--- src/rtl/alu_md.sv ---
// EX-stage ALU with RV32M multiply/divide behind a valid/ready handshake.
// Base ops resolve in one cycle, MUL group in two, DIV/REM via a restoring divider.
module alu_md #(
  parameter int unsigned XLEN = 32
) (
  input  logic            clk,
  input  logic            rst,
  input  logic            flush,
  input  logic            in_valid,
  output logic            in_ready,
  input  logic [4:0]      ALU_Sel,
  input  logic [XLEN-1:0] operand_0,
  input  logic [XLEN-1:0] operand_1,
  output logic            out_valid,
  input  logic            out_ready,
  output logic [XLEN-1:0] result
);
  localparam int unsigned SW = $clog2(XLEN);
  localparam int unsigned CW = $clog2(XLEN + 1);

  typedef enum logic [4:0] {
    OP_ADD = 5'd0, OP_SUB = 5'd1, OP_AND = 5'd2, OP_OR = 5'd3, OP_XOR = 5'd4,
    OP_SLL = 5'd5, OP_SRL = 5'd6, OP_SRA = 5'd7, OP_SLT = 5'd8, OP_SLTU = 5'd9,
    OP_MUL = 5'd10, OP_MULH = 5'd11, OP_MULHSU = 5'd12, OP_MULHU = 5'd13,
    OP_DIV = 5'd14, OP_DIVU = 5'd15, OP_REM = 5'd16, OP_REMU = 5'd17
  } op_e;

  typedef enum logic [2:0] {S_IDLE, S_MUL, S_DIV, S_FIX, S_DONE} state_e;

  state_e            r_state, w_next;
  logic [CW-1:0]     r_cnt;
  logic [XLEN:0]     r_ma, r_mb;
  logic              r_mul_hi;
  logic [XLEN-1:0]   r_quo, r_rem, r_dvsr;
  logic              r_neg_q, r_neg_r, r_rem_sel;

  logic [SW-1:0]     w_shamt;
  logic              w_accept, w_is_mul, w_is_div, w_div_signed, w_div_rem;
  logic              w_div_zero, w_div_ovf;
  logic [XLEN-1:0]   w_base, w_spec_res, w_abs0, w_abs1;
  logic [2*XLEN-1:0] w_pa, w_pb, w_prod;
  logic [XLEN:0]     w_shift;
  logic              w_ge;
  logic [XLEN-1:0]   w_fix_q, w_fix_r;

  assign in_ready  = (r_state == S_IDLE) && !rst;
  assign out_valid = (r_state == S_DONE);
  assign w_accept  = in_valid && in_ready && !flush;
  assign w_shamt   = operand_1[SW-1:0];

  assign w_is_mul     = (ALU_Sel >= OP_MUL) && (ALU_Sel <= OP_MULHU);
  assign w_is_div     = (ALU_Sel >= OP_DIV) && (ALU_Sel <= OP_REMU);
  assign w_div_signed = (ALU_Sel == OP_DIV) || (ALU_Sel == OP_REM);
  assign w_div_rem    = (ALU_Sel == OP_REM) || (ALU_Sel == OP_REMU);
  assign w_div_zero   = (operand_1 == '0);
  assign w_div_ovf    = w_div_signed && (operand_0 == {1'b1, {(XLEN-1){1'b0}}})
                        && (operand_1 == '1);
  assign w_spec_res   = w_div_zero ? (w_div_rem ? operand_0 : '1)
                                   : (w_div_rem ? '0 : operand_0);
  assign w_abs0 = (w_div_signed && operand_0[XLEN-1]) ? -operand_0 : operand_0;
  assign w_abs1 = (w_div_signed && operand_1[XLEN-1]) ? -operand_1 : operand_1;

  always_comb begin
    w_base = '0;
    case (ALU_Sel)
      OP_ADD:  w_base = operand_0 + operand_1;
      OP_SUB:  w_base = operand_0 - operand_1;
      OP_AND:  w_base = operand_0 & operand_1;
      OP_OR:   w_base = operand_0 | operand_1;
      OP_XOR:  w_base = operand_0 ^ operand_1;
      OP_SLL:  w_base = operand_0 << w_shamt;
      OP_SRL:  w_base = operand_0 >> w_shamt;
      OP_SRA:  w_base = $signed(operand_0) >>> w_shamt;
      OP_SLT:  w_base = {{(XLEN-1){1'b0}}, ($signed(operand_0) < $signed(operand_1))};
      OP_SLTU: w_base = {{(XLEN-1){1'b0}}, (operand_0 < operand_1)};
      default: w_base = '0;
    endcase
  end

  // Low 2*XLEN bits of the extended-operand product cover MUL and all MULH variants.
  assign w_pa   = {{(XLEN-1){r_ma[XLEN]}}, r_ma};
  assign w_pb   = {{(XLEN-1){r_mb[XLEN]}}, r_mb};
  assign w_prod = w_pa * w_pb;

  assign w_shift = {r_rem, r_quo[XLEN-1]};
  assign w_ge    = (w_shift >= {1'b0, r_dvsr});
  assign w_fix_q = r_neg_q ? -r_quo : r_quo;
  assign w_fix_r = r_neg_r ? -r_rem : r_rem;

  always_comb begin
    w_next = r_state;
    case (r_state)
      S_IDLE: if (w_accept) begin
        if (w_is_mul)                                    w_next = S_MUL;
        else if (w_is_div && !(w_div_zero || w_div_ovf)) w_next = S_DIV;
        else                                             w_next = S_DONE;
      end
      S_MUL:  w_next = S_DONE;
      S_DIV:  if (r_cnt == CW'(1)) w_next = S_FIX;
      S_FIX:  w_next = S_DONE;
      S_DONE: if (out_ready) w_next = S_IDLE;
      default: w_next = S_IDLE;
    endcase
    if (flush) w_next = S_IDLE;
  end

  always_ff @(posedge clk) begin
    if (rst) r_state <= S_IDLE;
    else     r_state <= w_next;
  end

  always_ff @(posedge clk) begin
    if (rst) begin
      result    <= '0;
      r_cnt     <= '0;
      r_ma      <= '0;
      r_mb      <= '0;
      r_mul_hi  <= 1'b0;
      r_quo     <= '0;
      r_rem     <= '0;
      r_dvsr    <= '0;
      r_neg_q   <= 1'b0;
      r_neg_r   <= 1'b0;
      r_rem_sel <= 1'b0;
    end else if (!flush) begin
      case (r_state)
        S_IDLE: if (w_accept) begin
          if (w_is_mul) begin
            r_ma     <= {(ALU_Sel != OP_MULHU) && operand_0[XLEN-1], operand_0};
            r_mb     <= {((ALU_Sel == OP_MUL) || (ALU_Sel == OP_MULH)) && operand_1[XLEN-1],
                         operand_1};
            r_mul_hi <= (ALU_Sel != OP_MUL);
          end else if (w_is_div) begin
            if (w_div_zero || w_div_ovf) begin
              result <= w_spec_res;
            end else begin
              r_quo     <= w_abs0;
              r_rem     <= '0;
              r_dvsr    <= w_abs1;
              r_cnt     <= CW'(XLEN);
              r_neg_q   <= w_div_signed && (operand_0[XLEN-1] ^ operand_1[XLEN-1]);
              r_neg_r   <= w_div_signed && operand_0[XLEN-1];
              r_rem_sel <= w_div_rem;
            end
          end else begin
            result <= w_base;
          end
        end
        S_MUL: result <= r_mul_hi ? w_prod[2*XLEN-1:XLEN] : w_prod[XLEN-1:0];
        S_DIV: begin
          r_rem <= w_ge ? (w_shift[XLEN-1:0] - r_dvsr) : w_shift[XLEN-1:0];
          r_quo <= {r_quo[XLEN-2:0], w_ge};
          r_cnt <= r_cnt - CW'(1);
        end
        S_FIX: result <= r_rem_sel ? w_fix_r : w_fix_q;
        default: ;
      endcase
    end
  end

endmodule

--- config.mk ---
export PLATFORM = sky130hd
export DESIGN_NAME = alu_md
export DESIGN_NICKNAME = d
export VERILOG_FILES = /design/src/rtl/alu_md.sv
export SDC_FILE = /design/constraint.sdc
export NUM_CORES = 2
export LEC_CHECK = 0
export CAP_MARGIN = 20
export CELL_PAD_IN_SITES_DETAIL_PLACEMENT = 0
export CELL_PAD_IN_SITES_GLOBAL_PLACEMENT = 1
export CORE_MARGIN = 1
export CORE_UTILIZATION = 30
export CTS_BUF_LIST = sky130_fd_sc_hd__clkbuf_2
export DETAILED_ROUTE_END_ITERATION = 8
export GPL_TIMING_DRIVEN = 0
export PLACE_DENSITY = 0.58
export SETUP_SLACK_MARGIN = 0.15
export SLEW_MARGIN = 20
export SYNTH_ARGS = -nofsm -noshare
export SYNTH_HDL_FRONTEND = slang
export SYNTH_SLANG_ARGS = --single-unit
--- constraint.sdc ---
create_clock -name clk -period 9.2 [get_ports clk]
set_input_delay 0.92 -clock clk [delete_from_list [all_inputs] [get_ports clk]]
set_output_delay 0.92 -clock clk [all_outputs]
set_load 0.02 [all_outputs]
# --- Word-level counts from Yosys, hierarchy flattened ---
# Index checks and enable logic that the tools add are counted.
totals:
  regBits: 207
  latch_bits: 0
  ram_bits: 0
  rom_bits: 0
  output_inout_bits: 34
  elab_cells: 137
  memories: 0
classes:
  n_addsub: 8
  mul: 1
  div_mod_pow: 0
  order_cmp: 7
  eq_ne: 30
  shift: 3
  mux: 37
  bitwise: 7
  reduce_logical: 32
op_table:
  columns: ["operator", "count"]
  rows:
  - ["2-to-1 mux 32 bit", 22]
  - ["one-hot mux 32 bit (10 select lines)", 1]
  - ["negator 32 bit", 4]
  - ["one-hot mux 32 bit (2 select lines)", 2]
  - ["one-hot mux 32 bit (3 select lines)", 1]
  - ["== test 32 bit, second input constant", 2]
  - ["< comparator 32 bit", 2]
  - ["multiplier 33 x 33 -> 64 bit", 1]
  - ["subtractor 32 bit", 2]
  - [">= comparator 33 x 32 -> 1 bit", 1]
  - ["adder 32 bit", 1]
  - ["bitwise AND 32 bit", 1]
  - ["logical NOT 32 bit", 1]
  - ["OR 32 bit", 1]
  - ["<< shifter 32 x 5 -> 32 bit", 1]
  - ["right shift 32 x 5 -> 32 bit", 1]
  - [">>> shifter 32 x 5 -> 32 bit", 1]
  - ["XOR 32 bit", 1]
  - ["== test 5 x 4 -> 1 bit, second input constant", 5]
  - ["2-to-1 mux 6 bit", 4]
  - ["== test 5 x 3 -> 1 bit, second input constant", 4]
  - ["2-to-1 mux 3 bit", 5]
  - ["logical AND 1 bit", 13]
  - ["one-hot mux 3 bit (4 select lines)", 1]
  - ["29 further kinds", 47]

# --- Depth between registers and ports, before layout ---
logic_depth:
  depth_word: 11
  mapped_depth: 30

# --- Least setup slack after synthesis ---
# Ideal clock, no wire load.
synth_timing:
  kind: "flip-flop to flip-flop"
  start: "reg r_mb[3]"
  end: "reg result[27]"
  setup_ps: 120
  arrival_time_ps: 7603
  required_time_ps: 9080
  slack_ps: 1477
  path_stages_with_launch: 28
  period_less_slack_ps: 7723
  path_cell_list: "dfxtp_1 -> clkbuf_1 -> clkbuf_1 -> nand2_1 -> inv_1 -> fa_1 -> fa_1 -> fa_1 -> inv_1 -> fa_1 -> inv_1 -> fa_1 -> fa_1 -> fa_1 -> inv_1 -> fa_1 -> inv_1 -> ha_1 -> clkbuf_1 -> and3_1 -> and2_1 -> a31oi_1 -> a311oi_1 -> a211oi_1 -> o21bai_1 -> a31o_2 -> a221o_1 -> o31a_1"
synth_between:
  elab_chain_cells: 3
synth_lines:
  columns: ["item", "line", "source"]
  rows:
  - ["start, declared", "32", "logic [XLEN:0] r_ma, r_mb;"]
  - ["start signal, assigned", "130", "r_mb <= {((ALU_Sel == OP_MUL) || (ALU_Sel == OP_MULH)) && operand_1[XLEN-1],"]
  - ["multiplier 33 x 33 -> 64 bit", "83", "assign w_prod = w_pa * w_pb;"]
  - ["2-to-1 mux 32 bit", "149", "S_MUL: result <= r_mul_hi ? w_prod[2*XLEN-1:XLEN] : w_prod[XLEN-1:0];"]
  - ["one-hot mux 32 bit (3 select lines)", "126", "case (r_state)"]
  - ["end signal, assigned", "135", "result <= w_spec_res;"]
  - ["end signal, assigned", "149", null]
  - ["end signal, assigned", "155", "S_FIX: result <= r_rem_sel ? w_fix_r : w_fix_q;"]
  - ["end, declared", "16", "output logic [XLEN-1:0] result"]
# Every way passes these cells.
# A chain may end at the register's enable or synchronous reset.

# --- Worst setup path after layout ---
layout_timing:
  start: "reg r_mb[14]"
  end: "reg result[26]"
# Same word-level chain as after synthesis.

==> run summary <==
Run status -> finished, final reports clean
Die width -> 450.7 um
Largest buffer count on any clock path -> 3
Remaining Overflow, GRT -> 0
Worst path required time -> 10.24 ns
Die height -> 450.7 um
Dpl ws -> -1.333 ns
Area leader, netlist -> fa_1
PD cells -> 42.87 nW/um2
FF/Latch Area -> 4205 um2
Critical path's top delay family -> adder cells
Netlist Area Pre-Place -> 60390 um2
H-tree depth -> 2
Drt pass-1 iters -> 7
Synth Area in XOR/XNOR -> 3.423%
Count of flip-flops with a built-in enable after synthesis -> 0
HP Class -> flop to flop
Total number of vias -> 55810
Leak pwr -> 30.88 nW
Max incr delay on CP -> 0.72 ns
Gr usage total -> 33.36%
Yosys warning total -> 0
Final Max Tran Viols -> 0
Final worst slack -> 0.2301 ns
Final hold violation count -> 0
Die Area -> 203100 um2
Slew @ Worst Pin -> 1.325 ns
Most frequent cell after synthesis -> inv_1
Most common library cells after synthesis -> inv_1 (1284), fa_1 (1128), nand2_1 (919)
Placeable Area -> 199900 um2
Fillers -> 21710
Post-Route WL -> 341.9 mm
WS Path Type -> flop to flop
Largest net degree at the start of global routing -> 25
Final ANT Viol Nets -> 0
Slowest stage cell, crit path -> fa_1
CTS Buf Count -> 58
Worst-skew pair later-pin latency -> 1.17 ns
Fin crit share -> 97.50%
Starting Density -> 30.21%
CTS tree -> built
Vias in the first global route -> 57970
# port buffers -> 106
Slew headroom -> 10.48%
Max FO, Critical Path -> 10
Yosys top cell area share -> 37.40%
Wire per inst -> 33.68 um
Clk sink count -> 207
Worst Path Arrival -> 10.01 ns
# DRC -> 0
Final total power -> 2.839 mW
Gpl congestion -> 1.039
Synth area leaders -> fa_1 (37%), inv_1 (8.0%), ha_1 (7.2%), dfxtp_1 (6.9%), nand2_1 (5.7%)
First-pass GRT wire length -> 471.1 mm
Endpoints failing setup -> 0
Cts hold-fix bufs -> 0
Fin crit period -> 8.970 ns
CP Buf/Inv Count -> 6
IO Count -> 108
Post-synth top flop -> dfxtp_1
Worst vdd ir -> 65.07 uV
Adder-Cell Fraction of Synth Area -> 44.61%
Clk_skew -> 0.1758 ns
Fin nets -> 8993
RSZ-0062 raised after global routing -> true
Share of cells above drive strength 1 -> 6.973%
Fmax -> 111.5 MHz
Root buffer cell -> clkbuf_2
Synth-to-layout area growth -> 9.653%
Ys async rst share -> 0%
Register bit total from synthesis -> 207
Max-cap viol count -> 0
Mux cell area share after synthesis -> 3.537%
Worst path most repeated cell -> fa_1
Cells after Synth -> 7244
Average cell area after synthesis -> 8.336 um2
Main combinational cell family by area after synthesis -> adder cells
Capturing element type of the critical path -> flop
Vias per inst -> 5.497
Netlist cell types -> 85
Simple-Gate Fraction of Synth Area -> 17.76%
Synth Area in Compound Gates -> 12.84%
Initial antenna violation count -> 22
Crit start category -> flop
Multi-input logic area -> 49830 um2
DP Wirelength -> 287.0 mm
Clock-pin slew on the worst setup and hold paths -> 0.11 ns
Sequential area share after synthesis -> 6.862%
Initial drt markers -> 5613
Cell Rows -> 164
Syn nets -> 8794
==> path summary, 6_finish.rpt <==
kind / from / end / slack [ns] / depth (start not counted)
worst max-delay path: r_mb[14] / result[26] / 0.23 / 26
worst max register to register: r_mb[14] / result[26] / 0.23 / 26
worst min register to register: r_dvsr[31] / r_dvsr[31] / 0.47 / 2
worst min-delay path: r_dvsr[31] / r_dvsr[31] / 0.47 / 2
==> worst register-to-register path: cells and delay by family (launching register included) <==
kind | cells | cell delay [ns]
and+or+nand+nor | 5 | 1.01
AOI/OAI and AO/OA | 6 | 1.52
DFF | 1 | 0.63
adders and majority gates | 9 | 4.65
buffers and inverters | 6 | 1.24
==> layout by cell type, fill, tap and decap left out, drive strengths merged, types with 91 or more instances in the layout <==
cell type,instances
and2,544
ha,348
inv,1282
nor2,344
clkbuf,496
o21ai,253
fa,1128
clkdlybuf4s50,106
xnor2,163
a211oi,91
a21oi,365
nand2,919
buf,93
dfxtp,207
==> logic make-up (layout without fill, tap and decap cells) <==
family | Yosys count | in the layout
DFF | 207 | 207
adders and majority gates | 1476 | 1476
AOI/OAI and AO/OA | 1203 | 1203
xor gates and xnor gates | 236 | 236
buffers and inverters | 1761 | 2003
other | 0 | 9
and+or+nand+nor | 2230 | 2230
muxes | 131 | 131
==> per-layer routing <==
layer / track usage, % / vias up / routed length (um)
met5: 0.02367 / - / 107
met2: 53.76 / 2680 / 156500
met4: 22.23 / 18 / 28000
met3: 5.650 / 729 / 24710
met1: 40.94 / 28900 / 132600
li1: - / 23470 / -
==> final cells by class <==
type,count,share of cell area (%)
flip-flops and latches,207,6.351
well taps,2656,5.019
repair buffers,139,2.007
diodes,9,0.03401
clock inverters,22,0.1682
inverters,1286,7.307
clock buffers,81,0.6122
multi-input cells,5276,75.26
plain buffers,475,3.244
==> metrics by stage <==
stage                     cells  cell area (um2)  setup TNS [ns]  hold WS [ns]  util, %
after global placement    10010            64770          -26.46        0.4451    32.41
final                     10150            66220               0        0.4710    33.13
after CTS                 10130            65940               0        0.4645    32.99
after detailed placement  10020            65010          -16.26        0.4537    32.53
after global routing      10140            66200               0        0.5131    33.12
after floorplan            7244            60390               0        0.4319        -
==> where the power goes <==
group | leakage (nW) | switching [mW] | total (mW) | internal (mW)
sequential | 1.69 | 0.0256 | 0.935 | 0.909
combinational | 28.8 | 0.847 | 1.18 | 0.337
clock | 0.392 | 0.474 | 0.721 | 0.246
total | 30.9 | 1.35 | 2.84 | 1.49
==> registers in the layout (all words and copies together), names as in the netlist, 3 cells and up <==
signal	count
r_dvsr	32
r_cnt	6
r_state	3
r_ma	33
r_rem	32
result	32
r_mb	33
r_quo	32
==> repair_timing <==
item,4_1_cts,5_1_grt
gates resized for setup,212,149
buffers inserted,9,12
setup endpoints to repair,26,20
pin swaps,3,4
Power figures use the tool's default switching activity.
